File: src/rtl/byte_stream_fifo_pkg.sv
// Shared constants for the byte stream path, so the capture stage and the
// buffering FIFO agree on byte width and default depth.
package byte_stream_fifo_pkg;

    localparam int unsigned DATA_W_DEFAULT = 8;
    localparam int unsigned DEPTH_DEFAULT  = 4;
    localparam int unsigned ADDR_W_DEFAULT = $clog2(DEPTH_DEFAULT);

    // Occupancy must represent 0..depth inclusive, so it needs one bit more
    // than the pointer.
    function automatic int unsigned count_width(input int unsigned depth);
        return $clog2(depth) + 1;
    endfunction

endpackage

File: src/rtl/byte_stream_fifo_if.sv
// Stream and control bundle for the byte stream FIFO. The master side is the
// producer/consumer/debug environment; the slave side is the FIFO itself.
interface byte_stream_fifo_if
    import byte_stream_fifo_pkg::*;
#(
    parameter int unsigned DATA_W = DATA_W_DEFAULT,
    parameter int unsigned ADDR_W = ADDR_W_DEFAULT
);

    // Upstream byte stream
    logic [DATA_W-1:0] in_data;
    logic              in_valid;
    logic              in_ready;

    // Downstream byte stream (first-word-fall-through head)
    logic [DATA_W-1:0] out_data;
    logic              out_valid;
    logic              out_ready;

    // Control and debug visibility
    logic              flush;
    logic              clr_overflow;
    logic [ADDR_W:0]   count;
    logic              overflow;

    modport master (
        output in_data,
        output in_valid,
        input  in_ready,
        input  out_data,
        input  out_valid,
        output out_ready,
        output flush,
        output clr_overflow,
        input  count,
        input  overflow
    );

    modport slave (
        input  in_data,
        input  in_valid,
        output in_ready,
        output out_data,
        output out_valid,
        input  out_ready,
        input  flush,
        input  clr_overflow,
        output count,
        output overflow
    );

endinterface

File: src/rtl/byte_stream_fifo.sv
// First-word-fall-through byte FIFO with occupancy count, synchronous flush
// and a sticky overflow flag. Handshake outputs are decoded purely from the
// registered count, so there is no combinational path from in_valid or
// out_ready to in_ready or out_valid.
module byte_stream_fifo
    import byte_stream_fifo_pkg::*;
#(
    parameter int unsigned DATA_W = DATA_W_DEFAULT,
    parameter int unsigned DEPTH  = DEPTH_DEFAULT,
    parameter int unsigned ADDR_W = $clog2(DEPTH)
) (
    input  logic              clk,
    input  logic              reset,
    byte_stream_fifo_if.slave bus
);

    localparam int unsigned       CountW    = count_width(DEPTH);
    localparam logic [CountW-1:0] FullCount = CountW'(DEPTH);
    localparam logic [CountW-1:0] CountOne  = CountW'(1);
    localparam logic [ADDR_W-1:0] PtrOne    = ADDR_W'(1);

    // Register array rather than a RAM macro: every entry is cleared on reset.
    logic [DATA_W-1:0] mem_q [DEPTH];

    logic [ADDR_W-1:0] wr_ptr_q, wr_ptr_d;
    logic [ADDR_W-1:0] rd_ptr_q, rd_ptr_d;
    logic [CountW-1:0] count_q, count_d;
    logic              overflow_q, overflow_d;

    logic              in_ready;
    logic              out_valid;
    logic              push;
    logic              pop;

    // Handshake decode from registered occupancy; flush suppresses both moves.
    always_comb begin
        in_ready  = (count_q != FullCount);
        out_valid = (count_q != '0);
        push      = bus.in_valid && in_ready && !bus.flush;
        pop       = out_valid && bus.out_ready && !bus.flush;
    end

    // Next-state for pointers, occupancy and the sticky overflow flag.
    always_comb begin
        wr_ptr_d   = wr_ptr_q;
        rd_ptr_d   = rd_ptr_q;
        count_d    = count_q;
        overflow_d = overflow_q;

        if (bus.flush) begin
            wr_ptr_d = '0;
            rd_ptr_d = '0;
            count_d  = '0;
        end else begin
            if (push) begin
                wr_ptr_d = wr_ptr_q + PtrOne;
            end
            if (pop) begin
                rd_ptr_d = rd_ptr_q + PtrOne;
            end
            unique case ({push, pop})
                2'b10:   count_d = count_q + CountOne;
                2'b01:   count_d = count_q - CountOne;
                default: count_d = count_q;
            endcase
        end

        // Set is evaluated after clear so a same-cycle offer-while-full wins.
        if (bus.clr_overflow) begin
            overflow_d = 1'b0;
        end
        if (bus.in_valid && !in_ready) begin
            overflow_d = 1'b1;
        end
    end

    // Pointer, occupancy and flag state.
    always_ff @(posedge clk or posedge reset) begin
        if (reset) begin
            wr_ptr_q   <= '0;
            rd_ptr_q   <= '0;
            count_q    <= '0;
            overflow_q <= 1'b0;
        end else begin
            wr_ptr_q   <= wr_ptr_d;
            rd_ptr_q   <= rd_ptr_d;
            count_q    <= count_d;
            overflow_q <= overflow_d;
        end
    end

    // Storage write; flush leaves contents in place, only pointers move.
    always_ff @(posedge clk or posedge reset) begin
        if (reset) begin
            for (int i = 0; i < int'(DEPTH); i++) begin
                mem_q[i] <= '0;
            end
        end else if (push) begin
            mem_q[wr_ptr_q] <= bus.in_data;
        end
    end

    assign bus.in_ready  = in_ready;
    assign bus.out_valid = out_valid;
    assign bus.out_data  = mem_q[rd_ptr_q];
    assign bus.count     = count_q;
    assign bus.overflow  = overflow_q;

endmodule

File: src/flat_wrapper.sv
// flat-port wrapper written by rule: the top's interface ports become plain ports
module byte_stream_fifo_flat import byte_stream_fifo_pkg::*;
#(
    parameter int unsigned DATA_W = DATA_W_DEFAULT,
    parameter int unsigned DEPTH  = DEPTH_DEFAULT,
    parameter int unsigned ADDR_W = $clog2(DEPTH)
)
  (clk, reset, bus_in_data, bus_in_valid, bus_in_ready, bus_out_data, bus_out_valid, bus_out_ready, bus_flush, bus_clr_overflow, bus_count, bus_overflow);
  byte_stream_fifo_if #(.DATA_W(DATA_W), .ADDR_W(ADDR_W)) bus_i ();
  input  logic clk;
  input  logic reset;
  input wire logic [$bits(bus_i.in_data)-1:0] bus_in_data;
  input wire logic [$bits(bus_i.in_valid)-1:0] bus_in_valid;
  output wire logic [$bits(bus_i.in_ready)-1:0] bus_in_ready;
  output wire logic [$bits(bus_i.out_data)-1:0] bus_out_data;
  output wire logic [$bits(bus_i.out_valid)-1:0] bus_out_valid;
  input wire logic [$bits(bus_i.out_ready)-1:0] bus_out_ready;
  input wire logic [$bits(bus_i.flush)-1:0] bus_flush;
  input wire logic [$bits(bus_i.clr_overflow)-1:0] bus_clr_overflow;
  output wire logic [$bits(bus_i.count)-1:0] bus_count;
  output wire logic [$bits(bus_i.overflow)-1:0] bus_overflow;
  assign bus_i.in_data = bus_in_data;
  assign bus_i.in_valid = bus_in_valid;
  assign bus_in_ready = bus_i.in_ready;
  assign bus_out_data = bus_i.out_data;
  assign bus_out_valid = bus_i.out_valid;
  assign bus_i.out_ready = bus_out_ready;
  assign bus_i.flush = bus_flush;
  assign bus_i.clr_overflow = bus_clr_overflow;
  assign bus_count = bus_i.count;
  assign bus_overflow = bus_i.overflow;
  byte_stream_fifo #(.DATA_W(DATA_W), .DEPTH(DEPTH), .ADDR_W(ADDR_W)) u_core (.clk(clk), .reset(reset), .bus(bus_i));
endmodule
File: config.mk
export PLATFORM = sky130hd
export DESIGN_NAME = byte_stream_fifo_flat
export DESIGN_NICKNAME = d
export VERILOG_FILES = /design/src/rtl/byte_stream_fifo_pkg.sv /design/src/rtl/byte_stream_fifo_if.sv /design/src/rtl/byte_stream_fifo.sv /design/src/flat_wrapper.sv
export SDC_FILE = /design/constraint.sdc
export NUM_CORES = 1
export LEC_CHECK = 0
export CORE_AREA = 2 2 70 72
export CTS_CLUSTER_SIZE = 28
export DETAILED_ROUTE_END_ITERATION = 10
export DIE_AREA = 0 0 72 74
export MAX_ROUTING_LAYER = met4
export PLACE_DENSITY = 0.69
export SYNTH_ARGS = -nofsm -noshare
export SYNTH_HDL_FRONTEND = slang
export SYNTH_SLANG_ARGS = --single-unit
export TNS_END_PERCENT = 5
File: constraint.sdc
create_clock -name clk -period 2.2 [get_ports clk]
set_input_delay 0.22 -clock clk [delete_from_list [all_inputs] [get_ports clk]]
set_output_delay 0.22 -clock clk [all_outputs]
set_load 0.05 [all_outputs]
**Word level (Yosys, flattened, before mapping)**

Cells that the tools add are included.

- $add $sub $neg: 4
- Order comparisons: 3
- Equality and inequality tests: 3
- Multiplexer cells: 14
- Bitwise gates (word level): 2
- Reduce and logical (&&, ||, !) cells: 13

Operators with widths:

| kind | number |
|---|---|
| 32-bit bitwise mux | 1 |
| 8-bit two-way mux | 3 |
| 8-bit binary-select mux with 2-bit select | 1 |
| 8-bit demux with 2-bit select | 1 |
| 2-bit two-way mux | 4 |
| 3-bit greater-or-equal comparator (second input constant) | 2 |
| 1-bit logical AND | 6 |
| 2-bit inverter with 3-bit output | 2 |
| 3-bit one-hot mux with 2 select lines | 1 |
| 2-bit nonzero test | 3 |
| 3-bit nonzero test | 2 |
| 2-bit by 1-bit adder with 2-bit output (second input constant) | 2 |
| 3-bit by 1-bit adder with 3-bit output (second input constant) | 1 |
| 3-bit by 1-bit less-than comparator with 1-bit output (second input constant) | 1 |
| 3-bit two-way mux | 1 |
| 3-bit inequality test (second input constant) | 1 |
| 3-bit by 1-bit subtractor with 3-bit output (second input constant) | 1 |
| 2-bit by 1-bit == test with 1-bit output (second input constant) | 1 |
| 2-bit == test (second input constant) | 1 |
| 1-bit zero test | 2 |
| 1-bit two-way mux | 2 |

- Register bits: 40
- Input bits: 14
- Word-level logic and storage cells: 47

**Longest topological paths before layout**

Gate-level depths: netlist (run 1).

- Depth after elaboration: 6
- Gate-level depth with buffers: 7
- Mapped depth without buffers: 6

**Least setup slack after synthesis (run 1)**

No wires, ideal clock.

- Path kind: reg-to-reg
- Start point: register u_core.count_q[0] (netlist: u_core.bus.count[0])
- End point: register u_core.count_q[2] (netlist: u_core.bus.count[2])
- Setup time: 0.083 ns
- Data arrival time: 2.343 ns
- Setup slack: -0.226 ns
- Stages on the path, launching flop included: 8
- Cells stage by stage: dfrtp_1 -> buf_4 -> o31ai_1 -> nor3_1 -> fa_1 -> nor2_1 -> or4b_1 -> a31oi_1

- Longest elaborated chain between the ends: 6
- Elaborated cells between the ends (all ways): 13
- Classes of those cells: 2 x add/sub; 3 x eq/ne; 2 x mux; 6 x reduce/logical

RTL lines:

| item | line | RTL |
|---|---|---|
| start, declared | byte_stream_fifo.sv:27 | `logic [CountW-1:0] count_q, count_d;` |
| start signal, assigned | byte_stream_fifo.sv:87 | `count_q <= count_d;` |
| 3-bit inequality test / 3-bit nonzero test (equally long branches) | byte_stream_fifo.sv:37, byte_stream_fifo.sv:38 |  |
| 1-bit logical AND (on tied branches) (2 in a row) | byte_stream_fifo.sv:39, byte_stream_fifo.sv:40 |  |
| 2-bit by 1-bit == test with 1-bit output / 2-bit == test (equally long branches) | byte_stream_fifo.sv:61 | `unique case ({push, pop})` |
| 3-bit one-hot mux with 2 select lines | byte_stream_fifo.sv:61 |  |
| 3-bit two-way mux | byte_stream_fifo.sv:50 | `if (bus.flush) begin` |

Parallel ways exist; a longest one is shown, timed or not.
A chain may end at the register's enable or synchronous reset.

**Final worst setup path (run 1)**

- Start point: register u_core.count_q[0] (netlist: u_core.bus.count[0])
- End point: output bus_out_valid

- Longest elaborated chain between the ends: 1

RTL lines:

| item | line | RTL |
|---|---|---|
| 3-bit nonzero test | byte_stream_fifo.sv:38 | `out_valid = (count_q != '0);` |
| end, declared | flat_wrapper.sv:16 | `output wire logic [$bits(bus_i.out_valid)-1:0] bus_out_valid;` |

No other way between the ends.

==> summary.log, run 1 <==
INFO  status         result_of_the_run=completed
INFO  yosys          postSynthCellCount=143
INFO  flow_run       timing.max_cap.violations=0
INFO  placement      dp.final_hpwl=2738um
INFO  sta            fin_crit_sh=0.9799
INFO  yosys          synthXorXnorAreaFrac=0.01302
INFO  cts            clk_latency=290ps
INFO  yosys          postSynthRegisterBits=40
INFO  placement      place.gp.congestion=0.7129
INFO  global_routing via_count_of_the_first_global_routing_pass=1362
INFO  global_routing maximum_number_of_pins_on_one_net_before_global_route_repair=41
INFO  pwr            power.ir.vdd_worst=360.0uV
INFO  critical_path  crit-reg2reg-launch=u_core.bus.count[0]
INFO  cts            tritoncts=built
INFO  sta            setup_repair_after_global_routing_missed_its_margin=false
INFO  sta            timing.final.setup_violations=0
INFO  critical_path  worstPathArrival=1940ps
INFO  cts            clock_net_sink_count=40
INFO  placement      place_ws=35.92ps
INFO  cts            tritoncts.num_buffers=5
INFO  global_routing grt_antenna_before_repair=0
INFO  placement      place.detailed.instances=224
INFO  finish         flow.area_growth_from_synthesis=23.25%
INFO  cts            cts_hold_repair.buffers=0
INFO  sta            slew_headroom=0.6554
INFO  critical_path  reg2regPathDepth=6
INFO  sta            clock.fmax=0.4639GHz
INFO  die            placeableCoreArea=4598squm
INFO  global_routing globalRoute.totalOverflow=0
INFO  yosys          synth.yosys.warnings=0
INFO  finish         final_layout_size_suffix_gt1_frac=0.4382
INFO  route          drt-total-wl=3890um
INFO  yosys          post_synth_instance_area=2018squm
INFO  route          routed-via-count=1284
INFO  yosys          postSynthNetCount=162
INFO  die            die_height=74um
INFO  finish         num-nets-final=196
INFO  sta            finalCriticalPeriod=2156ps
INFO  yosys          compound_gate_portion_of_the_synthesized_area=0.05084
INFO  pwr            power.density_cell_area=961.0nW/um^2
INFO  cts            clk_pin_slew_worst_paths=90ps
INFO  pwr            leakage=1.054nW
INFO  finish         layout.core_utilization=0.5410
INFO  placement      port_buffers=27
INFO  finish         n_antenna_cell=0
INFO  global_routing grt_pass1_wl=6479um
INFO  cts            clockRootBuffer=sky130_fd_sc_hd__clkbuf_8
INFO  yosys          synth_simple_gate_area_share=0.08803
INFO  sta            finalHoldViolCount=0
INFO  route          vias_per_cell=5.534
INFO  yosys          ys_seq_area_frac=0.4960
INFO  finish         mostFrequentLayoutCell=sky130_fd_sc_hd__dfrtp_1
INFO  sta            timing_max_transition_violations_final=0
INFO  sta            holdWs=344.9ps
INFO  route          drtIter0Drc=97
INFO  sta            tightest_slew=515.2ps
INFO  sta            skew=9.552ps
INFO  yosys          synth.distinct_cells=36
INFO  critical_path  timing.critical_path.to=bus_out_valid
INFO  min_path       worst_hold_path_type=input port to async pin
INFO  yosys          synth-adder-area-share=0.03472
INFO  critical_path  reg2reg_setup_slack=190ps
INFO  die            die-area=5328squm
INFO  yosys          synth.area.mux_share=0.2734
INFO  critical_path  timing.critical_path.required=1980ps
INFO  sta            timing.setup.tns=0ps
INFO  critical_path  origin_of_the_worst_setup_path=u_core.bus.count[0]
INFO  die            initial_utilization=0.4389
INFO  route          ant_nets=0
INFO  finish         most-common-layout-cells=sky130_fd_sc_hd__dfrtp_1 (37), sky130_fd_sc_hd__mux2_2 (32), sky130_fd_sc_hd__clkdlybuf4s50_1 (18)
INFO  critical_path  timing.critical_path.to_type=output port
INFO  critical_path  critical_path_peak_fanout=4
INFO  yosys          synth.avg_cell_area=14.11squm
INFO  critical_path  reg2reg_to=u_core.bus.count[2]
INFO  global_routing grt_use_total=0.1668
INFO  die            placement_rows=25
INFO  die            dieWidth=72um
INFO  die            io_pins=28
INFO  route          first_drt_pass_iteration_count=4
INFO  cts            cts_max_path_buffers=2
INFO  route          wl_per_cell=16.77um
INFO  critical_path  cp-start-kind=flip-flop
INFO  finish         fin_cells=232
INFO  route          drc=0
INFO  cts            maximum_level_of_the_cts_h_tree=2
INFO  critical_path  setup.worst_path.class=flip-flop to output port
INFO  sta            layout_setup_ws=44.19ps
INFO  yosys          synth_top_family_by_area=multiplexers
==> layout make-up <==
class / instances / area [sq um]
fillers: 381 / 2111
flip-flops and latches: 40 / 1005
multi-input cells: 86 / 944.7
repair buffers: 35 / 320.3
clock buffers: 5 / 68.82
well taps: 54 / 67.56
clock inverters: 3 / 47.55
inverters: 9 / 33.78
==> kinds of logic after synthesis <==
logic type,count (synthesis)
multiplexers,41
flip-flops,40
AND/OR/NAND/NOR,22
buffers and inverters,17
AO/OA/AOI/OAI,15
adder cells (fa/ha/maj),5
XOR/XNOR,3
==> synth_stat cells <==
cell,count,area [sq um]
sky130_fd_sc_hd__dfrtp_1,40,1001
sky130_fd_sc_hd__mux2_2,32,360.4
sky130_fd_sc_hd__inv_1,8,30.03
sky130_fd_sc_hd__mux4_2,8,180.2
sky130_fd_sc_hd__nor2_1,6,22.52
sky130_fd_sc_hd__ha_1,4,50.05
sky130_fd_sc_hd__nand3_1,4,20.02
sky130_fd_sc_hd__nand3_4,4,70.07
sky130_fd_sc_hd__a21oi_1,3,15.01
sky130_fd_sc_hd__buf_4,3,22.52
sky130_fd_sc_hd__buf_2,2,10.01
sky130_fd_sc_hd__o2111ai_1,2,17.52
sky130_fd_sc_hd__o21ai_0,2,10.01
sky130_fd_sc_hd__o311ai_0,2,17.52
sky130_fd_sc_hd__xor2_1,2,17.52
sky130_fd_sc_hd__a211oi_1,1,7.510
sky130_fd_sc_hd__a31oi_1,1,6.260
sky130_fd_sc_hd__buf_6,1,11.26
sky130_fd_sc_hd__clkbuf_1,1,3.750
sky130_fd_sc_hd__clkbuf_4,1,7.510
sky130_fd_sc_hd__fa_1,1,20.02
sky130_fd_sc_hd__inv_2,1,3.750
sky130_fd_sc_hd__mux2_1,1,11.26
sky130_fd_sc_hd__nand2_1,1,3.750
sky130_fd_sc_hd__nand3b_1,1,7.510
sky130_fd_sc_hd__nor2b_1,1,6.260
sky130_fd_sc_hd__nor3_1,1,5.000
sky130_fd_sc_hd__nor3b_4,1,18.77
sky130_fd_sc_hd__o211ai_1,1,7.510
sky130_fd_sc_hd__o21a_1,1,7.510
sky130_fd_sc_hd__o22ai_1,1,6.260
sky130_fd_sc_hd__o31ai_1,1,7.510
sky130_fd_sc_hd__or2_2,1,6.260
sky130_fd_sc_hd__or3_2,1,7.510
sky130_fd_sc_hd__or4b_1,1,10.01
sky130_fd_sc_hd__xnor2_1,1,8.760
==> worst max-delay path: stages, from the launching register on <==
cell and delay, ps:
sky130_fd_sc_hd__dfrtp_2 440, sky130_fd_sc_hd__or3_2 490, sky130_fd_sc_hd__clkdlybuf4s50_1 710
==> what timing repair did <==
| action | in CTS | in global routing |
|---|---|---|
| buffers inserted | 0 | 0 |
| gates resized for setup | 0 | 2 |
| setup endpoints to repair | 0 | 2 |
==> state kept, by name, indices dropped and copies added (netlist names) <==
register / flops
u_core.mem_q: 32
u_core.bus.count: 3
u_core.rd_ptr_q: 2
u_core.wr_ptr_q: 2
u_core.bus.overflow: 1
==> per-layer routing <==
metal,wire length (um),track usage
met3,175,0.04201
met4,53,0.05241
met5,0,-
met1,1676,0.2002
met2,1985,0.2788
==> power breakdown <==
| group | leakage, nW | switching [mW] | internal (mW) |
|---|---|---|---|
| registers | 0.506 | 0.0982 | 0.911 |
| clock network | 0.0583 | 0.275 | 0.342 |
| logic | 0.490 | 0.402 | 0.363 |
==> worst min path at each step <==
stage / start / end / slack [ps] / cells after the start
after floorplan: bus_clr_overflow / u_core.bus.overflow / 330 / 1
after global placement: u_core.mem_q[1] / u_core.mem_q[1] / 470 / 1
after detailed placement: u_core.mem_q[2] / u_core.mem_q[2] / 490 / 1
after CTS: reset / u_core.mem_q[4] / 360 / 3
after global routing: reset / u_core.mem_q[4] / 400 / 3
final: reset / u_core.mem_q[7] / 340 / 3
==> stage by stage <==
step / total power, mW / area, sq um
3_5_place_dp: 1.797 / 2367
5_1_grt: 2.510 / 2487
2_1_floorplan: 1.585 / 2042
3_3_place_gp: 1.762 / 2367
4_1_cts: 2.419 / 2484
6_report: 2.390 / 2487
Note: power is estimated with default switching activity, not from simulation.
==> run 2: changes to the inputs <==
--- a/config.mk
+++ b/config.mk
@@ -11,6 +11,7 @@
 export DIE_AREA = 0 0 72 74
 export MAX_ROUTING_LAYER = met4
 export PLACE_DENSITY = 0.69
+export REMOVE_ABC_BUFFERS = 1
 export SYNTH_ARGS = -nofsm -noshare
 export SYNTH_HDL_FRONTEND = slang
 export SYNTH_SLANG_ARGS = --single-unit
==> summary.log, run 2 (synthesis gave the netlist of run 1 again) <==
INFO  global_routing globalRoute.totalOverflow=0 [unchanged]
INFO  route          first_drt_pass_iteration_count=4 [unchanged]
INFO  placement      place.gp.congestion=0.7682 [was 0.7129]
INFO  pwr            leakage=1.072nW [was 1.054 nW]
INFO  sta            tightest_slew=511.8ps [was 515.2 ps]
INFO  route          wl_per_cell=17.43um [was 16.77 um]
INFO  global_routing maximum_number_of_pins_on_one_net_before_global_route_repair=41 [unchanged]
INFO  critical_path  timing.critical_path.to_type=flip-flop [was output port]
INFO  cts            clockRootBuffer=sky130_fd_sc_hd__clkbuf_8 [unchanged]
INFO  finish         register_area=1001squm [was 1005 sq um]
INFO  sta            holdWs=349.6ps [was 344.9 ps]
INFO  finish         n_antenna_cell=0 [unchanged]
INFO  route          drc=0 [unchanged]
INFO  sta            timing.final.setup_violations=0 [unchanged]
INFO  global_routing grt_use_total=0.1744 [was 0.1668]
INFO  critical_path  reg2reg_to=u_core.bus.count[2] [unchanged]
INFO  critical_path  setup.worst_path.class=flip-flop to flip-flop [was flip-flop to output port]
INFO  status         result_of_the_run=completed [unchanged]
INFO  route          drt-total-wl=4078um [was 3890 um]
INFO  cts            tritoncts.num_buffers=5 [unchanged]
INFO  cts            clk_latency=300ps [was 290 ps]
INFO  critical_path  kind_of_cell_adding_the_most_delay_to_the_critical_path=simple AND/OR/NAND/NOR gates [was buffers and inverters]
INFO  placement      place.detailed.instances=226 [was 224]
INFO  pwr            power.ir.vdd_worst=404.9uV [was 360.0 uV]
INFO  critical_path  origin_of_the_worst_setup_path=u_core.bus.count[0] [unchanged]
INFO  sta            fin_crit_sh=0.9372 [was 0.9799]
INFO  cts            cts_setup_buffers=0 [unchanged]
INFO  sta            slew_headroom=0.6588 [was 0.6554]
INFO  critical_path  worstPathArrival=2280ps [was 1940 ps]
INFO  critical_path  timing.critical_path.required=2410ps [was 1980 ps]
INFO  finish         multi_input_comb_area=933.4squm [was 944.7 sq um]
INFO  route          ant_nets=0 [unchanged]
INFO  sta            clock.fmax=0.4850GHz [was 0.4639 GHz]
INFO  die            initial_utilization=0.4389 [unchanged]
INFO  finish         final_layout_size_suffix_gt1_frac=0.4222 [was 0.4382]
INFO  cts            cts_max_path_buffers=2 [unchanged]
INFO  global_routing grt_antenna_before_repair=0 [unchanged]
INFO  route          drtIter0Drc=41 [was 97]
INFO  cts            tritoncts=built [unchanged]
INFO  route          routed-via-count=1292 [was 1284]
INFO  die            die_height=74um [unchanged]
INFO  min_path       worst_hold_path_type=input port to async pin [unchanged]
INFO  finish         mostFrequentLayoutCell=sky130_fd_sc_hd__dfrtp_1 [unchanged]
INFO  route          vias_per_cell=5.521 [was 5.534]
INFO  critical_path  crit_slowest_cell=sky130_fd_sc_hd__fa_1 [was sky130_fd_sc_hd__clkdlybuf4s50_1]
INFO  sta            finalCriticalPeriod=2062ps [was 2156 ps]
INFO  critical_path  crit-reg2reg-launch=u_core.bus.count[0] [unchanged]
INFO  finish         layout.core_utilization=0.5407 [was 0.5410]
INFO  global_routing grt_pass1_wl=6693um [was 6479 um]
INFO  pwr            power.density_cell_area=962.9nW/um^2 [was 961.0 nW/um^2]
INFO  critical_path  reg2regPathDepth=7 [was 6]
INFO  critical_path  critical_path_peak_fanout=11 [was 4]
INFO  finish         largest_reg_flops=32 [unchanged]
INFO  finish         fillCellCount=387 [was 381]
INFO  critical_path  reg2reg_setup_slack=140ps [was 190 ps]
INFO  placement      dp.final_hpwl=2847um [was 2738 um]
INFO  critical_path  critPathMaxStageDelay=430ps [was 710 ps]
INFO  finish         top_register=u_core.mem_q [unchanged]
INFO  critical_path  cp-start-kind=flip-flop [unchanged]
INFO  cts            clk_pin_slew_worst_paths=80ps [was 90 ps]
INFO  global_routing via_count_of_the_first_global_routing_pass=1376 [was 1362]
INFO  cts            cts_hold_repair.buffers=0 [unchanged]
INFO  finish         fin_cells=234 [was 232]
INFO  cts            maximum_level_of_the_cts_h_tree=2 [unchanged]
INFO  finish         flow.area_growth_from_synthesis=23.19% [was 23.25%]
INFO  die            placeableCoreArea=4598squm [unchanged]
INFO  sta            timing.setup.tns=0ps [unchanged]
INFO  critical_path  path_buf_inv=1 [unchanged]
INFO  die            io_pins=28 [unchanged]
INFO  die            dieWidth=72um [unchanged]
INFO  die            placement_rows=25 [unchanged]
INFO  die            die-area=5328squm [unchanged]
INFO  flow_run       timing.max_cap.violations=0 [unchanged]
INFO  sta            setup_repair_after_global_routing_missed_its_margin=false [unchanged]
INFO  cts            clock_net_sink_count=40 [unchanged]
INFO  sta            timing_max_transition_violations_final=0 [unchanged]
INFO  sta            finalHoldViolCount=0 [unchanged]
INFO  critical_path  path_cells=buf_4, o21a_1, nor3_1, fa_1, nor2_1, or4b_1, a31oi_1 [was or3_2, clkdlybuf4s50_1]
INFO  finish         most-common-layout-cells=sky130_fd_sc_hd__dfrtp_1 (40), sky130_fd_sc_hd__mux2_2 (32), sky130_fd_sc_hd__buf_4 (18) [was sky130_fd_sc_hd__dfrtp_1 (37), sky130_fd_sc_hd__mux2_2 (32), sky130_fd_sc_hd__clkdlybuf4s50_1 (18)]
INFO  placement      port_buffers=27 [unchanged]
INFO  finish         num-nets-final=198 [was 196]
INFO  sta            skew=7.712ps [was 9.552 ps]
[run 2: worst register-to-register path: cells and delay by family, from the launching register on]
| kind | cells | cell delay [ps] |
|---|---|---|
| AOI/OAI and AO/OA | 2 | 360 |
| buffers and inverters | 1 | 200 |
| and+or+nand+nor | 3 | 620 |
| adders and majority gates | 1 | 430 |
| DFF | 1 | 370 |
[run 2: through the flow]
stage	setup WS, ps	total power, mW	instance area [sq um]
after detailed placement	27.23	1.801	2366
after CTS	99.46	2.420	2481
after floorplan	-152.3	1.558	1963
after global routing	28.52	2.510	2486
final	138.2	2.394	2486
after global placement	138.6	1.754	2366
[run 2: how the worst max path moves through the flow]
stage	depth (start not counted)	slack (ps)	end
after floorplan	6	-150	u_core.bus.count[2]
after CTS	6	100	u_core.bus.count[2]
after detailed placement	7	30	u_core.bus.count[2]
final	7	140	u_core.bus.count[2]
after global routing	6	30	u_core.bus.count[2]
after global placement	7	140	u_core.bus.count[2]
[run 2: cell type report]
type / count / area share
clock buffer: 5 / 0.02768
clock inverter: 3 / 0.01912
inverter: 9 / 0.01359
sequential: 40 / 0.4026
multi-input combinational: 86 / 0.3754
timing repair buffer: 37 / 0.1344
tap: 54 / 0.02718
[run 2: layer usage]
metal	track usage	up-vias	share of wire
li1	-	591	-
met1	0.1970	662	0.41
met2	0.3076	32	0.53
met3	0.02981	7	0.040
met4	0.07338	0	0.018
met5	-	-	0
[run 2: what timing repair did]
item                       CTS  global route
gates cloned                 0             0
resized for setup            1             1
setup endpoints to repair    1             1
[run 2: power by group]
group | internal, mW | switching, mW | total [mW]
clock network | 0.342 | 0.275 | 0.617
registers | 0.910 | 0.0948 | 1.00
logic | 0.362 | 0.411 | 0.773
total | 1.61 | 0.781 | 2.39
==> run 3: changes to the inputs <==
--- a/config.mk
+++ b/config.mk
@@ -5,6 +5,7 @@
 export SDC_FILE = /design/constraint.sdc
 export NUM_CORES = 1
 export LEC_CHECK = 0
+export ABC_CLOCK_PERIOD_IN_PS = 2200
 export CORE_AREA = 2 2 70 72
 export CTS_CLUSTER_SIZE = 28
 export DETAILED_ROUTE_END_ITERATION = 10
==> results of run 3 <==
Same layout as run 2: the final DEF is identical, and so are final timing and power.
